$ cat config.mk
export PLATFORM = sky130hd
export DESIGN_NAME = fsm16bit_seq_flat
export DESIGN_NICKNAME = d
export VERILOG_FILES = /design/src/rtl/fsm16bit_seq_if.sv /design/src/rtl/fsm16bit_seq.sv /design/src/flat_wrapper.sv
export SDC_FILE = /design/constraint.sdc
export NUM_CORES = 1
export LEC_CHECK = 0
export CAP_MARGIN = 40
export CORE_MARGIN = 5
export CORE_UTILIZATION = 50
export CTS_BUF_LIST = sky130_fd_sc_hd__clkbuf_16
export DETAILED_ROUTE_END_ITERATION = 16
export PLACE_DENSITY = 0.87
export SKIP_LAST_GASP = 1
export SLEW_MARGIN = 20
export SYNTH_ARGS = -nofsm -noshare
export SYNTH_HDL_FRONTEND = slang
export SYNTH_SLANG_ARGS = --single-unit
$ cat constraint.sdc
create_clock -name clock -period 2 [get_ports clock]
set_input_delay 0.4 -clock clock [delete_from_list [all_inputs] [get_ports clock]]
set_output_delay 0.4 -clock clock [all_outputs]
set_load 0.005 [all_outputs]
$ cat src/rtl/fsm16bit_seq_if.sv
// fsm16bit_seq_if
// Command / counter-control bundle for the step sequencer.
//   master : front end side (drives start/abort/cmd_*, observes status and counter controls)
//   slave  : sequencer side (consumes commands, drives enable/check/mode/direction/value,
//            busy/done/pending)
interface fsm16bit_seq_if;
    logic       start;
    logic       abort;
    logic       cmd_mode;
    logic       cmd_direction;
    logic [3:0] cmd_value;
    logic [3:0] cmd_repeat;
    logic       cmd_check;
    logic       enable;
    logic       check;
    logic       mode;
    logic       direction;
    logic [3:0] value;
    logic       busy;
    logic       done;
    logic       pending;

    modport master (
        output start, abort, cmd_mode, cmd_direction, cmd_value, cmd_repeat, cmd_check,
        input  enable, check, mode, direction, value, busy, done, pending
    );

    modport slave (
        input  start, abort, cmd_mode, cmd_direction, cmd_value, cmd_repeat, cmd_check,
        output enable, check, mode, direction, value, busy, done, pending
    );
endinterface

$ cat src/rtl/fsm16bit_seq.sv
// fsm16bit_seq
// Step sequencer for the 16-bit counter FSM: one start strobe produces a burst of
// 1..16 single-cycle enable pulses separated by GAP idle cycles, optionally closed
// by a check pulse, then a one-cycle done.
// Ports:
//   clock  : system clock, rising edge
//   reset  : asynchronous active-low reset
//   bus    : fsm16bit_seq_if.slave (start/abort/cmd_* in; enable/check/mode/
//            direction/value/busy/done/pending out)
// Parameter:
//   GAP    : idle cycles between step pulses, 0..255
// Build option:
//   FSM16BIT_SEQ_QUEUE_EN : adds a one-deep command queue; otherwise start while
//                           busy is ignored and pending is tied 0.
module fsm16bit_seq #(
    parameter int GAP = 3
) (
    input  logic           clock,
    input  logic           reset,
    fsm16bit_seq_if.slave  bus
);
    typedef enum logic [2:0] {IDLE, STEP, WAIT, CHECK, DONE} state_t;

    localparam logic [7:0] GAP_C = 8'(GAP);

    state_t     state, state_nxt;
    logic [4:0] step_cnt;
    logic [7:0] gap_cnt;
    logic       lat_mode, lat_dir, lat_chk;
    logic [3:0] lat_val;
    logic       ld_cmd;   // latch command straight from the bus
    logic       ld_q;     // latch command from the queue

    // repeat field: 0 encodes 16 steps
    function automatic logic [4:0] dec_rep(input logic [3:0] r);
        return (r == 4'd0) ? 5'd16 : {1'b0, r};
    endfunction

`ifdef FSM16BIT_SEQ_QUEUE_EN
    logic       q_vld, q_mode, q_dir, q_chk;
    logic [3:0] q_val, q_rep;

    always_ff @(posedge clock or negedge reset) begin
        if (!reset) begin
            q_vld  <= 1'b0;
            q_mode <= 1'b0;
            q_dir  <= 1'b0;
            q_chk  <= 1'b0;
            q_val  <= 4'd0;
            q_rep  <= 4'd0;
        end else if (bus.abort) begin
            q_vld <= 1'b0;
        end else if (ld_q) begin
            // a start in the same cycle as a pop sees a full queue and is dropped
            q_vld <= 1'b0;
        end else if (bus.start && state != IDLE && !q_vld) begin
            q_vld  <= 1'b1;
            q_mode <= bus.cmd_mode;
            q_dir  <= bus.cmd_direction;
            q_chk  <= bus.cmd_check;
            q_val  <= bus.cmd_value;
            q_rep  <= bus.cmd_repeat;
        end
    end

    assign bus.pending = q_vld;
`else
    assign bus.pending = 1'b0;
`endif

    always_ff @(posedge clock or negedge reset) begin
        if (!reset) state <= IDLE;
        else        state <= state_nxt;
    end

    always_comb begin
        state_nxt = state;
        ld_cmd    = 1'b0;
        ld_q      = 1'b0;
        case (state)
            IDLE: begin
                if (bus.start && !bus.abort) begin
                    ld_cmd    = 1'b1;
                    state_nxt = STEP;
                end
`ifdef FSM16BIT_SEQ_QUEUE_EN
                // a command queued during the final DONE cycle launches from here
                else if (q_vld && !bus.abort) begin
                    ld_q      = 1'b1;
                    state_nxt = STEP;
                end
`endif
            end
            STEP: begin
                if (step_cnt > 5'd1) state_nxt = (GAP_C == 8'd0) ? STEP : WAIT;
                else                 state_nxt = lat_chk ? CHECK : DONE;
            end
            WAIT:  if (gap_cnt <= 8'd1) state_nxt = STEP;
            CHECK: state_nxt = DONE;
            DONE: begin
                state_nxt = IDLE;
`ifdef FSM16BIT_SEQ_QUEUE_EN
                if (q_vld) begin
                    ld_q      = 1'b1;
                    state_nxt = STEP;
                end
`endif
            end
            default: state_nxt = IDLE;
        endcase
        if (bus.abort && state != IDLE) begin
            state_nxt = IDLE;
            ld_q      = 1'b0;
        end
    end

    always_ff @(posedge clock or negedge reset) begin
        if (!reset) begin
            lat_mode <= 1'b0;
            lat_dir  <= 1'b0;
            lat_chk  <= 1'b0;
            lat_val  <= 4'd0;
            step_cnt <= 5'd0;
        end else if (ld_cmd) begin
            lat_mode <= bus.cmd_mode;
            lat_dir  <= bus.cmd_direction;
            lat_chk  <= bus.cmd_check;
            lat_val  <= bus.cmd_value;
            step_cnt <= dec_rep(bus.cmd_repeat);
        end
`ifdef FSM16BIT_SEQ_QUEUE_EN
        else if (ld_q) begin
            lat_mode <= q_mode;
            lat_dir  <= q_dir;
            lat_chk  <= q_chk;
            lat_val  <= q_val;
            step_cnt <= dec_rep(q_rep);
        end
`endif
        else if (state == STEP && step_cnt != 5'd0) begin
            step_cnt <= step_cnt - 5'd1;
        end
    end

    always_ff @(posedge clock or negedge reset) begin
        if (!reset)                                   gap_cnt <= 8'd0;
        else if (state == STEP && state_nxt == WAIT)  gap_cnt <= GAP_C;
        else if (state == WAIT && gap_cnt != 8'd0)    gap_cnt <= gap_cnt - 8'd1;
    end

    // outputs decode straight from state so reset and abort silence them immediately
    assign bus.enable    = (state == STEP) || (state == CHECK);
    assign bus.check     = (state == CHECK);
    assign bus.done      = (state == DONE);
    assign bus.busy      = (state != IDLE);
    assign bus.mode      = lat_mode;
    assign bus.direction = lat_dir;
    assign bus.value     = lat_val;
endmodule
$ cat src/flat_wrapper.sv
// flat-port wrapper written by rule: the top's interface ports become plain ports
module fsm16bit_seq_flat 
#(
    parameter int GAP = 3
)
  (clock, reset, bus_start, bus_abort, bus_cmd_mode, bus_cmd_direction, bus_cmd_value, bus_cmd_repeat, bus_cmd_check, bus_enable, bus_check, bus_mode, bus_direction, bus_value, bus_busy, bus_done, bus_pending);
  fsm16bit_seq_if bus_i ();
  input  logic clock;
  input  logic reset;
  input wire logic [$bits(bus_i.start)-1:0] bus_start;
  input wire logic [$bits(bus_i.abort)-1:0] bus_abort;
  input wire logic [$bits(bus_i.cmd_mode)-1:0] bus_cmd_mode;
  input wire logic [$bits(bus_i.cmd_direction)-1:0] bus_cmd_direction;
  input wire logic [$bits(bus_i.cmd_value)-1:0] bus_cmd_value;
  input wire logic [$bits(bus_i.cmd_repeat)-1:0] bus_cmd_repeat;
  input wire logic [$bits(bus_i.cmd_check)-1:0] bus_cmd_check;
  output wire logic [$bits(bus_i.enable)-1:0] bus_enable;
  output wire logic [$bits(bus_i.check)-1:0] bus_check;
  output wire logic [$bits(bus_i.mode)-1:0] bus_mode;
  output wire logic [$bits(bus_i.direction)-1:0] bus_direction;
  output wire logic [$bits(bus_i.value)-1:0] bus_value;
  output wire logic [$bits(bus_i.busy)-1:0] bus_busy;
  output wire logic [$bits(bus_i.done)-1:0] bus_done;
  output wire logic [$bits(bus_i.pending)-1:0] bus_pending;
  assign bus_i.start = bus_start;
  assign bus_i.abort = bus_abort;
  assign bus_i.cmd_mode = bus_cmd_mode;
  assign bus_i.cmd_direction = bus_cmd_direction;
  assign bus_i.cmd_value = bus_cmd_value;
  assign bus_i.cmd_repeat = bus_cmd_repeat;
  assign bus_i.cmd_check = bus_cmd_check;
  assign bus_enable = bus_i.enable;
  assign bus_check = bus_i.check;
  assign bus_mode = bus_i.mode;
  assign bus_direction = bus_i.direction;
  assign bus_value = bus_i.value;
  assign bus_busy = bus_i.busy;
  assign bus_done = bus_i.done;
  assign bus_pending = bus_i.pending;
  fsm16bit_seq #(.GAP(GAP)) u_core (.clock(clock), .reset(reset), .bus(bus_i));
endmodule
==> impl_metrics.toml, run 1 <==
[run_status]
status = "finished clean"

[drt]
wl_per_cell_microns = 14.6
dr.pass1.iters = 5
drt_iter0_drc = 38
vias_per_cell = 5.57
vias = 1114
drc = 0
drtAntennaViolNets = 0
routed_wl_mm = 2.93

[pwr]
leakage_nw = 0.759
ir_drop_uv = 947
p_per_area_nw_per_um2 = 1270

[sta]
fin_worst_skew_ns = 0.00316
fmaxAchievable_ghz = 0.519
final_hold_viol_count = 0
maxSlewViolCount = 0
finalCritPeriodShare_pct = 96.3
whs_ns = 0.474
min_period_ns = 1.93
finalSetupViolCount = 0

[global_route]
use_met1_pct = 21.6
grt.total_usage_pct = 18.0
met2_usage_pct = 31.0
grt_max_degree = 24
grt_pass1_vias = 1059
overflow = 0
use_met3_pct = 3.40
grt_pass1_wl_mm = 4.88
grt-busiest-layer = "met2"
antenna_found_initial = 0

[layout]
fin_cells = 200
fin_area_sq_um = 1710
final_cell_mix = "nand2_1 (27), clkdlybuf4s50_1 (23), dfrtp_1 (20)"
antennaDiodeCount = 0
drive_above_1_share_pct = 14.1
mostFrequentLayoutCell = "nand2_1"
area_delta_synth_final_pct = 32.0
fin_nets = 191

[worst_setup_path]
crit_chain = "nor2b_2 > and2_1 > clkdlybuf4s50_1"
startpoint_type = "register"
cp-end-kind = "output pin"
crit_type = "register to output pin"
required_ns = 1.60
cp_slowest_cell = "clkdlybuf4s50_1"
critPathMaxFanout = 9
cp.arrival_ns = 1.53
crit_family = "buffers and inverters"
worst-path-buf-inv = 1
cpPeakStageDelay_ns = 0.50

[yosys]
ys.flop_type = "dfrtp_1"
synth-seq-cells = 23
syn_avg_cell_area_sq_um = 9.47
synth-xor-area-share_pct = 0.675
synth-adder-area-share_pct = 4.82
netlist_instances = 137
synthTopCellsByArea = "dfrtp_1 (44%), nand2_1 (7.8%), ha_1 (4.8%), mux2i_1 (3.1%), a21oi_1 (2.7%)"
syn_nets = 157
ys_seq_area_share_pct = 44.4
synth_top_area_share_pct = 44.4
ys_warn_count = 0
async_flop_share_pct = 100
synth_top_cell_by_area = "dfrtp_1"
synth_compound_area_share_pct = 13.2
yosys.cell_types.count = 45
synthMuxAreaShare_pct = 3.95
synth-simple-area-share_pct = 29.7
synth_edf_count = 0
synth.cell_area_sq_um = 1300
synth_top_family_by_area = "simple AND/OR/NAND/NOR gates"

[placed_design]
io_buffers = 24
dp_cells = 194
dpl.hpwl_mm = 2.16
gp_congestion = 0.806
placed_area_sq_um = 1600

[floorplanning]
start_util_pct = 52.4
die_x_microns = 60.9
pin_count = 26
std_cell_rows = 18
die_h_microns = 60.9
design.die.area_sq_um = 3710
core_area_sq_um = 2480

[cts]
root_buffer = "clkbuf_16"
cts_made_buffers = 3
clock_path_buffers = 2
ctsHtreeMaxLevel = 1
clkLatencyLatePin_ns = 0.26
clk_pin_slew_ns = 0.06
cts_tree = "yes"
cts_hold_buf = 0
clkSinkCount = 23

[worst_hold_path]
hold_path.class = "register to register"

[flow_run]
drv_cap = 0
-- through the flow --
stage | utilization [%] | setup TNS [ns] | setup WS [ns] | total power (W)
final | 69.1 | 0 | 0.0739 | 0.00217
after global routing | 69.1 | -0.0104 | -0.0104 | 0.00233
after CTS | 68.3 | 0 | 0.0131 | 0.00218
after detailed placement | 64.7 | 0 | 0.206 | 0.00172
after global placement | 64.7 | 0 | 0.252 | 0.00166
after floorplan | - | 0 | 0.272 | 0.00135
-- what timing repair did --
item | 4_1_cts | 5_1_grt
setup endpoints to repair | 2 | 2
gates resized for setup | 3 | 3
buffers inserted | 0 | 2
endpoints found under the hold margin | 0 | 0
-- where the power goes --
group,switching [W],total (W),internal (W)
clock,0.000166,0.000435,0.000269
combinational,0.000436,0.000904,0.000467
sequential,0.000187,0.000832,0.000646
total,0.000789,0.00217,0.00138
-- layout make-up --
cell class,instances,area (sq um)
fill,210,764
timing repair buffer,32,303
inverter,6,22.5
clock buffer,3,75.1
multi-input combinational,105,691
clock inverter,1,5.00
tap,30,37.5
sequential,23,579
-- cells in the mapped netlist, types with 2 or more instances --
| cell | number |
|---|---|
| a211o_1 | 2 |
| a21oi_1 | 7 |
| a31oi_1 | 3 |
| and2_1 | 2 |
| dfrtp_1 | 23 |
| ha_1 | 5 |
| inv_1 | 6 |
| mux2i_1 | 4 |
| nand2_1 | 27 |
| nand2b_1 | 2 |
| nand3_1 | 2 |
| nand4b_1 | 2 |
| nor2_1 | 6 |
| nor2b_1 | 2 |
| nor3_1 | 4 |
| nor3b_1 | 4 |
| nor3b_2 | 2 |
| nor4_1 | 2 |
| o21ai_1 | 2 |
| or3_1 | 3 |
| or3b_1 | 3 |
-- cell families after synthesis --
logic type,count (synthesis)
XOR/XNOR,1
other,1
flip-flops,23
multiplexers,5
adder cells (fa/ha/maj),5
AND/OR/NAND/NOR,68
buffers and inverters,9
AO/OA/AOI/OAI,25
-- final timing paths --
check / start / to / slack [ns] / depth (start not counted)
worst min-delay path: u_core.bus.direction / u_core.bus.direction / 0.47 / 2
min in group asynchronous: reset / u_core.step_cnt[2] / 0.51 / 2
max in group asynchronous: reset / u_core.state[0] / 1.23 / 2
worst max-delay path: u_core.state[0] / bus_check / 0.07 / 3
worst min register to register: u_core.bus.direction / u_core.bus.direction / 0.47 / 2
worst max register to register: u_core.state[2] / u_core.gap_cnt[6] / 0.16 / 5
-- tightest hold or removal path, cell delays in order, from the launching register on --
cell and delay [ns]:
dfrtp_1 0.34, nand2_1 0.05, nand2_1 0.05
-- routing by layer --
layer	up-vias	wire length [microns]
met4	0	53
met1	530	1240
met2	27	1490
li1	553	-
met3	4	141
met5	-	0
-- sequential cells by signal, summed over array words and instances, names as in the netlist --
name                  flops
u_core.bus.value          4
u_core.state              3
u_core.step_cnt           5
u_core.bus.direction      1
u_core.gap_cnt            8
u_core.lat_chk            1
u_core.bus.mode           1
Note: power is estimated with default switching activity, not from simulation.
==> inputs of run 2 (changes only) <==
--- a/config.mk
+++ b/config.mk
@@ -7,10 +7,10 @@
 export LEC_CHECK = 0
 export CAP_MARGIN = 40
 export CORE_MARGIN = 5
-export CORE_UTILIZATION = 50
+export CORE_UTILIZATION = 35
 export CTS_BUF_LIST = sky130_fd_sc_hd__clkbuf_16
 export DETAILED_ROUTE_END_ITERATION = 16
-export PLACE_DENSITY = 0.87
+export PLACE_DENSITY = 0.67
 export SKIP_LAST_GASP = 1
 export SLEW_MARGIN = 20
 export SYNTH_ARGS = -nofsm -noshare
==> impl_metrics.toml, run 2 (synthesized netlist as in run 1, its figures left out) <==
[layout]
area_delta_synth_final_pct = 32.1
fin_cells = 216
mostFrequentLayoutCell = "nand2_1"
fin_nets = 189
largest_register = "u_core.gap_cnt"
final_cell_mix = "nand2_1 (27), clkdlybuf4s50_1 (24), dfrtp_1 (20)"
antennaDiodeCount = 0
largest_reg_flops = 8
fill_cells = 373
drive_above_1_share_pct = 11.9

[flow_run]
drv_cap = 0

[floorplanning]
die_x_microns = 70.9
pin_count = 26
die_h_microns = 70.9
start_util_pct = 35.7
std_cell_rows = 22
design.die.area_sq_um = 5020
core_area_sq_um = 3630

[cts]
clock_path_buffers = 2
cts_setup_buffers = 0
root_buffer = "clkbuf_16"
cts_made_buffers = 3
ctsHtreeMaxLevel = 1
cts_tree = "yes"
clk_pin_slew_ns = 0.06
clkSinkCount = 23
clkLatencyLatePin_ns = 0.25

[worst_setup_path]
critPathMaxFanout = 8
cp-end-kind = "output pin"
required_ns = 1.60
cp.arrival_ns = 1.58
crit_type = "register to output pin"
startpoint_type = "register"

[sta]
fin_worst_skew_ns = 0.00582
final_hold_viol_count = 0
grt_setup_unrepaired = "yes"
finalSetupViolCount = 0
fin_ws_ns = 0.0193
maxSlewViolCount = 0
min_period_ns = 1.98
finalCritPeriodShare_pct = 99.0
fmaxAchievable_ghz = 0.505

[pwr]
p_per_area_nw_per_um2 = 1250
totalPowerFinal_w = 0.00215
ir_drop_uv = 510
leakage_nw = 0.735

[global_route]
grt.total_usage_pct = 12.3
grt_max_degree = 24
grt_pass1_vias = 1134
grt_pass1_wl_mm = 4.98
overflow = 0
antenna_found_initial = 0

[drt]
vias = 1093
drc = 0
wl_per_cell_microns = 13.2
drt_iter0_drc = 57
vias_per_cell = 5.06
routed_wl_mm = 2.84
drtAntennaViolNets = 0
dr.pass1.iters = 4

[placed_design]
gp_congestion = 0.836
dpl.hpwl_mm = 2.20
io_buffers = 24
dp_cells = 212
post-place-ws_ns = 0.232

[worst_hold_path]
hold_path.class = "register to register"

[run_status]
status = "finished clean"
==> run 2: cell count changes in the layout (fill, tap and decap cells not counted), sizes merged <==
cell	before	now
dlymetal6s2s	1	0
clkinv	1	0
clkdlybuf4s50	23	24
inv	6	7
buf	8	6
==> run 2: final timing paths <==
check | endpoint | cells past startpoint | slack [ns] | startpoint
max reg2reg | u_core.step_cnt[2] | 5 | 0.26 | u_core.state[2]
max in group asynchronous | u_core.state[0] | 2 | 1.26 | reset
min | u_core.bus.direction | 2 | 0.47 | u_core.bus.direction
max | bus_busy | 2 | 0.02 | u_core.state[2]
min reg2reg | u_core.bus.direction | 2 | 0.47 | u_core.bus.direction
min in group asynchronous | u_core.gap_cnt[2] | 2 | 0.50 | reset
==> run 2: per-layer routing <==
layer	vias up	wire length (microns)	GRT usage, %	part of all wire (%)
met4	0	20	2.51	0.70
met1	529	1220	14.0	43
met2	17	1500	22.5	53
li1	543	-	-	-
met3	4	102	3.84	3.6
met5	-	0	0	0
==> run 2: metrics by stage <==
stage,setup TNS [ns],hold WS [ns],cell area (sq um),utilization [%]
CTS,-0.0219,0.484,1710,47.0
global route,-0.0394,0.501,1710,47.2
detailed placement,0,0.466,1630,44.8
floorplan,0,0.104,1300,-
global placement,0,0.460,1630,44.8
finish,0,0.473,1710,47.2
==> run 2: area by class of cell <==
class	instances	area, sq um	share of cell area (%)
multi-input combinational	105	688	40.1
sequential	23	579	33.8
timing repair buffer	30	285	16.6
clock buffer	3	75.1	4.38
tap	48	60.1	3.50
inverter	6	22.5	1.31
clock inverter	1	3.75	0.219
==> run 2: worst max-delay path: stages (launching register included) <==
cell and delay [ns]:
dfrtp_2 0.45, or3_4 0.42, clkdlybuf4s50_1 0.46
==> run 2: timing repair <==
action	in CTS	in global routing
hold buffers	0	0
pin swaps	0	0
gates resized for setup	3	1
cloned	0	0
setup endpoints to repair	2	2
==> run 2: where the power goes <==
part	total (W)	internal (W)	switching (W)
clock	0.000424	0.000267	0.000157
sequential	0.000833	0.000646	0.000187
combinational	0.000890	0.000464	0.000426
total	0.00215	0.00138	0.000771
==> RTL change 1 (config.mk and constraints of run 1) <==
Build with the macro `FSM16BIT_SEQ_QUEUE_EN` defined.
--- a/src/rtl/fsm16bit_seq.sv
+++ b/src/rtl/fsm16bit_seq.sv
@@ -12,6 +12,8 @@
 // Build option:
 //   FSM16BIT_SEQ_QUEUE_EN : adds a one-deep command queue; otherwise start while
 //                           busy is ignored and pending is tied 0.
+`define FSM16BIT_SEQ_QUEUE_EN
+
 module fsm16bit_seq #(
     parameter int GAP = 3
 ) (
Check against the original RTL: not equivalent (Yosys sat finds a counterexample within 4 cycles, from zero or initial values and one cycle with reset low).
==> RTL change 1 against run 1 <==
- total power up 64%
- global-route usage down 0.062 points
- synthesized cell count up 47%
- wire length up 51%
- sequential share of layout area up 1.2 points
- clock skew down 0.00064 ns
- sequential cell count up 12
- area after synthesis up 51%
- cell area up 46%
- worst setup slack better by 0.051 ns
- fmax up 2.7%
- via count up 49%
- largest cell class unchanged
- largest power group unchanged
==> RTL change 1: results <==
group,metric,value,unit
min_path,min_delay_worst_endpoint,"u_core.q_val[3]",
synth,yosys.area_share.adder,3.191,%
synth,yosysSeqAreaShare,44.67,%
synth,synth.area.mux_share,7.275,%
synth,synth_compound_area_share,15.38,%
min_path,holdPathStages,1,
global_route,pin_count_of_the_biggest_net_entering_global_routing,36,
layout,post_route_cells_drive_above_1_share,16.80,%
synth,post_synth_main_area_contributors,"dfrtp_1 (45%), mux2_2 (5.7%), nor2_1 (4.2%)",
global_route,globalRouteTotalUtil,17.95,%
layout,largest-register,"u_core.gap_cnt",
global_route,grt_pass1_wl,7417,um
power_and_ir_drop,p_leak,1.139,nW
placement,detailed_place_hpwl,3116,um
min_path,holdCritStartpoint,"u_core.q_val[3]",
synth,most_instantiated_cells_after_synthesis,"dfrtp_1 (35), nor2_1 (22), nand2_1 (18)",
worst_setup_path,timing.critical_path.fanout_max,4,
routing,route.layer.met1.wl,1965,um
placement,placement.io_buffers,25,
clocking,depth_of_the_cts_h_tree,2,
global_route,first_global_vias,1634,
power_and_ir_drop,irDropWorstVdd,1.029,mV
outcome,outcome,"finished, final reports clean",
routing,drt-pass1-iter-count,4,
routing,post_drt_wl_per_cell,15.13,um
timing,clock-skew-final,0.002519,ns
routing,via_count,1657,
worst_setup_path,timing.rr.start,"u_core.gap_cnt[0]",
routing,detailed_route_iter0_violations,107,
clocking,worstSkewPairLatency,0.28,ns
layout,final_nets,263,
synth,synth_xor_area_share,2.680,%
global_route,grt.met3_usage,5.647,%
global_route,use_met1,22.41,%
placement,preCtsSetupSlack,0.02150,ns
clocking,cts_made_buffers,5,
synth,synth_area_per_cell,9.706,um^2
worst_setup_path,critical_register_to_register_path_endpoint,"u_core.gap_cnt[1]",
worst_setup_path,worst_r2r_path_depth,6,
routing,dr.max_layer_used,"met4",
routing,wl_met3,198,um
power_and_ir_drop,cellInternalPower,2.288,mW
routing,met2WireLength,2205,um
synth,synth.distinct_cells,48,
placement,place.detailed.instances,280,
global_route,grt_use_met2,28.56,%
worst_setup_path,rrSetupSlack,0.13,ns
worst_setup_path,critPathArrivalTime,1.47,ns
## RTL change 1: cell types whose count changed after synthesis, sizes merged, moves of 5 or more
cell,delta
nor3,+7
mux2,+9
dfrtp,+12
nor2,+16
nand2,-9
a31oi,+8
xor2,+5
buf,+7
## RTL change 1: final cells by class
cell class,instances,area (um^2)
fill,309,1241
inverter,9,33.78
tap,48,60.06
sequential,35,875.8
multi-input combinational,148,994.7
clock buffer,5,125.1
clock inverter,3,11.26
timing repair buffer,44,401.6
## RTL change 1: worst max-delay path by stage
stage	startpoint	end	slack, ns
final	u_core.state[2]	bus_check	0.13
after global routing	u_core.gap_cnt[0]	u_core.gap_cnt[1]	0.04
after CTS	u_core.state[2]	bus_done	-0.01
after detailed placement	bus_abort	u_core.bus.value[3]	0.02
after global placement	bus_abort	u_core.bus.value[1]	0.06
after floorplan	u_core.gap_cnt[0]	u_core.gap_cnt[1]	0.22
## RTL change 1: metrics by stage
step / hold slack [ns] / cell area, um^2
floorplan: 0.1044 / 1961
CTS: 0.5126 / 2461
global route: 0.5272 / 2502
finish: 0.5125 / 2502
detailed placement: 0.5008 / 2316
global placement: 0.4902 / 2316
## RTL change 1: power groups by stage
| stage | clock [mW] | combinational (mW) | sequential, mW |
|---|---|---|---|
| after floorplan | 0 | 1.03 | 1.23 |
| after global placement | 0 | 1.43 | 1.28 |
| after detailed placement | 0 | 1.49 | 1.30 |
| after CTS | 0.737 | 1.52 | 1.29 |
| after global routing | 0.765 | 1.72 | 1.34 |
| final | 0.715 | 1.55 | 1.30 |
## RTL change 1: what timing repair did
item | 4_1_cts | 5_1_grt
setup buffers | 0 | 4
gates cloned | 0 | 0
gates resized for setup | 2 | 4
endpoints found under the setup margin | 2 | 4
==> RTL change 2 (flow settings as in run 1) <==
Without the edit above. The 5 states of `state_t` get a one-hot encoding in 5 bits.
--- a/src/rtl/fsm16bit_seq.sv
+++ b/src/rtl/fsm16bit_seq.sv
@@ -19,7 +19,7 @@
     input  logic           reset,
     fsm16bit_seq_if.slave  bus
 );
-    typedef enum logic [2:0] {IDLE, STEP, WAIT, CHECK, DONE} state_t;
+    typedef enum logic [4:0] {IDLE = 5'b00001, STEP = 5'b00010, WAIT = 5'b00100, CHECK = 5'b01000, DONE = 5'b10000} state_t;
 
     localparam logic [7:0] GAP_C = 8'(GAP);
 
Check against the original RTL: same outputs for any inputs over 10 cycles, from zero or initial values and one cycle with reset low; not proved beyond that.
==> RTL change 2 against run 1 <==
- the flow now finishes with violations (negative setup slack)
- utilization increased by 3.0 points
- sequential cell count increased by 2
- fmax decreased by 6.4%
- area after synthesis increased by 6.9%
- worst setup slack got worse by 0.13 ns
- total power increased by 8.6%
- wire length increased by 33%
- cell area increased by 14%
- critical path type is now reg -> reg
==> RTL change 2: results <==
group,metric,value,unit
min_path,hold_path.class,"in -> async",
layout,final_nets,204,
placement,globalplace.congestion,0.8976,
worst_setup_path,max_stage_delay,0.51,ns
clocking,clk_path_buf_depth,2,
timing,final_critical_path_setup_slack,-0.05781,ns
global_route,first_global_vias,1369,
power_and_ir_drop,power_switching,0.8305,mW
clocking,worstSkewPairLatency,0.27,ns
routing,detailed_route_wl,3905,um
synth,async_set_or_reset_register_ratio_after_synthesis,100.0,%
outcome,failed_checks,"negative setup slack",
timing,worstMarginPinSlew,0.5796,ns
timing,report.final.setup_viol,1,
layout,num_antenna_cells,0,
placement,detailed_place_hpwl,2702,um
global_route,globalRouteTotalUtil,20.06,%
job,drv.max_cap_violation_count,0,
timing,clock-skew-final,0.002121,ns
placement,placement.io_buffers,24,
worst_setup_path,critPathArrivalTime,2.26,ns
global_route,pin_count_of_the_biggest_net_entering_global_routing,26,
clocking,worst_path_clk_slew,0.07,ns
synth,synth.distinct_cells,43,
power_and_ir_drop,p_leak,0.8485,nW
routing,drt-pass1-iter-count,5,
synth,ys_warn_count,0,
synth,synth_fp_nets,155,
routing,detailed_route_iter0_violations,65,
outcome,outcome,"finished, violations left",
global_route,initial_antenna_violation_count,0,
clocking,depth_of_the_cts_h_tree,1,
worst_setup_path,crit_path_top_delay_cell,"dfrtp_1",
synth,post_synth_main_area_contributors,"dfrtp_1 (43%), mux2_2 (5.7%), ha_1 (4.5%)",
clocking,clk_root_buffer_cell,"clkbuf_16",
worst_setup_path,timing.critical_path.fanout_max,7,
global_route,grt_pass1_wl,6375,um
power_and_ir_drop,irDropWorstVdd,0.9331,mV
layout,top_regs,"u_core.gap_cnt (8), u_core.state (5), u_core.step_cnt (5)",
synth,most_instantiated_cells_after_synthesis,"dfrtp_1 (24), nor2_1 (11), inv_1 (10)",
routing,via_count,1249,
synth,yosysSeqAreaShare,45.18,%
layout,post_route_cells_drive_above_1_share,29.51,%
layout,nFillCells,201,
clocking,cts_made_buffers,3,
[RTL change 2: cell count changes after synthesis, sizes merged, moves of 3 or more]
cell	before	now
nor2	6	11
or3b	4	0
xor2	0	3
inv	6	10
or4b	0	4
nand2	27	5
mux2	1	7
mux2i	4	0
nor4b	0	3
[RTL change 2: timing repair]
item	4_1_cts	5_1_grt
endpoints found under the setup margin	6	12
gates cloned	0	0
pin swaps	0	2
resized for setup	6	16
setup buffers	1	1
[RTL change 2: layout make-up]
class | count | area, um^2 | area share (%)
Multi-Input combinational cell | 97 | 757.0 | 38.71
Sequential cell | 25 | 626.9 | 32.05
Timing Repair Buffer | 47 | 411.6 | 21.05
Clock buffer | 3 | 75.07 | 3.839
Tap cell | 31 | 38.79 | 1.983
Inverter | 10 | 37.54 | 1.919
Clock inverter | 1 | 8.758 | 0.4479
[RTL change 2: critical path: cells and delay by family (launching register included)]
kind / cells / cell delay, ns
flops: 1 / 0.51
compound gates: 1 / 0.14
simple gates: 3 / 1.35
[RTL change 2: path summary, 6_finish.rpt]
path,start,to,slack (ns),depth (start not counted)
max in group asynchronous,reset,u_core.state[0],1.21,2
setup reg to reg,u_core.state[2],u_core.gap_cnt[7],-0.06,4
hold / removal,reset,u_core.bus.value[1],0.50,2
hold reg to reg,u_core.bus.mode,u_core.bus.mode,0.52,1
min in group clock,u_core.bus.mode,u_core.bus.mode,0.52,1
setup / recovery,u_core.state[2],u_core.gap_cnt[7],-0.06,4
[RTL change 2: stage by stage]
| step | cells | setup TNS (ns) | power [mW] | cell area, um^2 | setup WS [ns] |
|---|---|---|---|---|---|
| floorplan | 135 | 0 | 1.327 | 1388 | 0.01141 |
| global placement | 208 | -0.02697 | 1.726 | 1802 | -0.01833 |
| detailed placement | 208 | -0.1571 | 1.811 | 1802 | -0.05152 |
| CTS | 213 | -0.5109 | 2.300 | 1903 | -0.2643 |
| global route | 214 | -0.1946 | 2.506 | 1956 | -0.08773 |
| finish | 214 | -0.05781 | 2.358 | 1956 | -0.05781 |
[RTL change 2: kinds of logic after synthesis]
kind of cell	count (synthesis)	share of synthesized area, %
compound gates	27	13.62
xor+xnor	6	3.788
fa+ha+maj	5	4.509
buf+inv	13	4.328
flops	25	45.18
mux	7	5.681
other cells	1	0.2703
simple gates	51	22.63
[RTL change 2: routing by layer]
metal,global-route usage [%],wire length (um)
met1,22.16,1511
met2,38.86,2252
met3,2.518,86
met4,6.366,54
met5,0,0
[RTL change 2: power by group through the flow]
stage	logic [mW]	registers (mW)	clock network, mW
finish	0.993	0.891	0.474
global route	1.09	0.915	0.503
CTS	0.947	0.876	0.477
detailed placement	0.926	0.885	0
global placement	0.871	0.856	0
floorplan	0.471	0.856	0
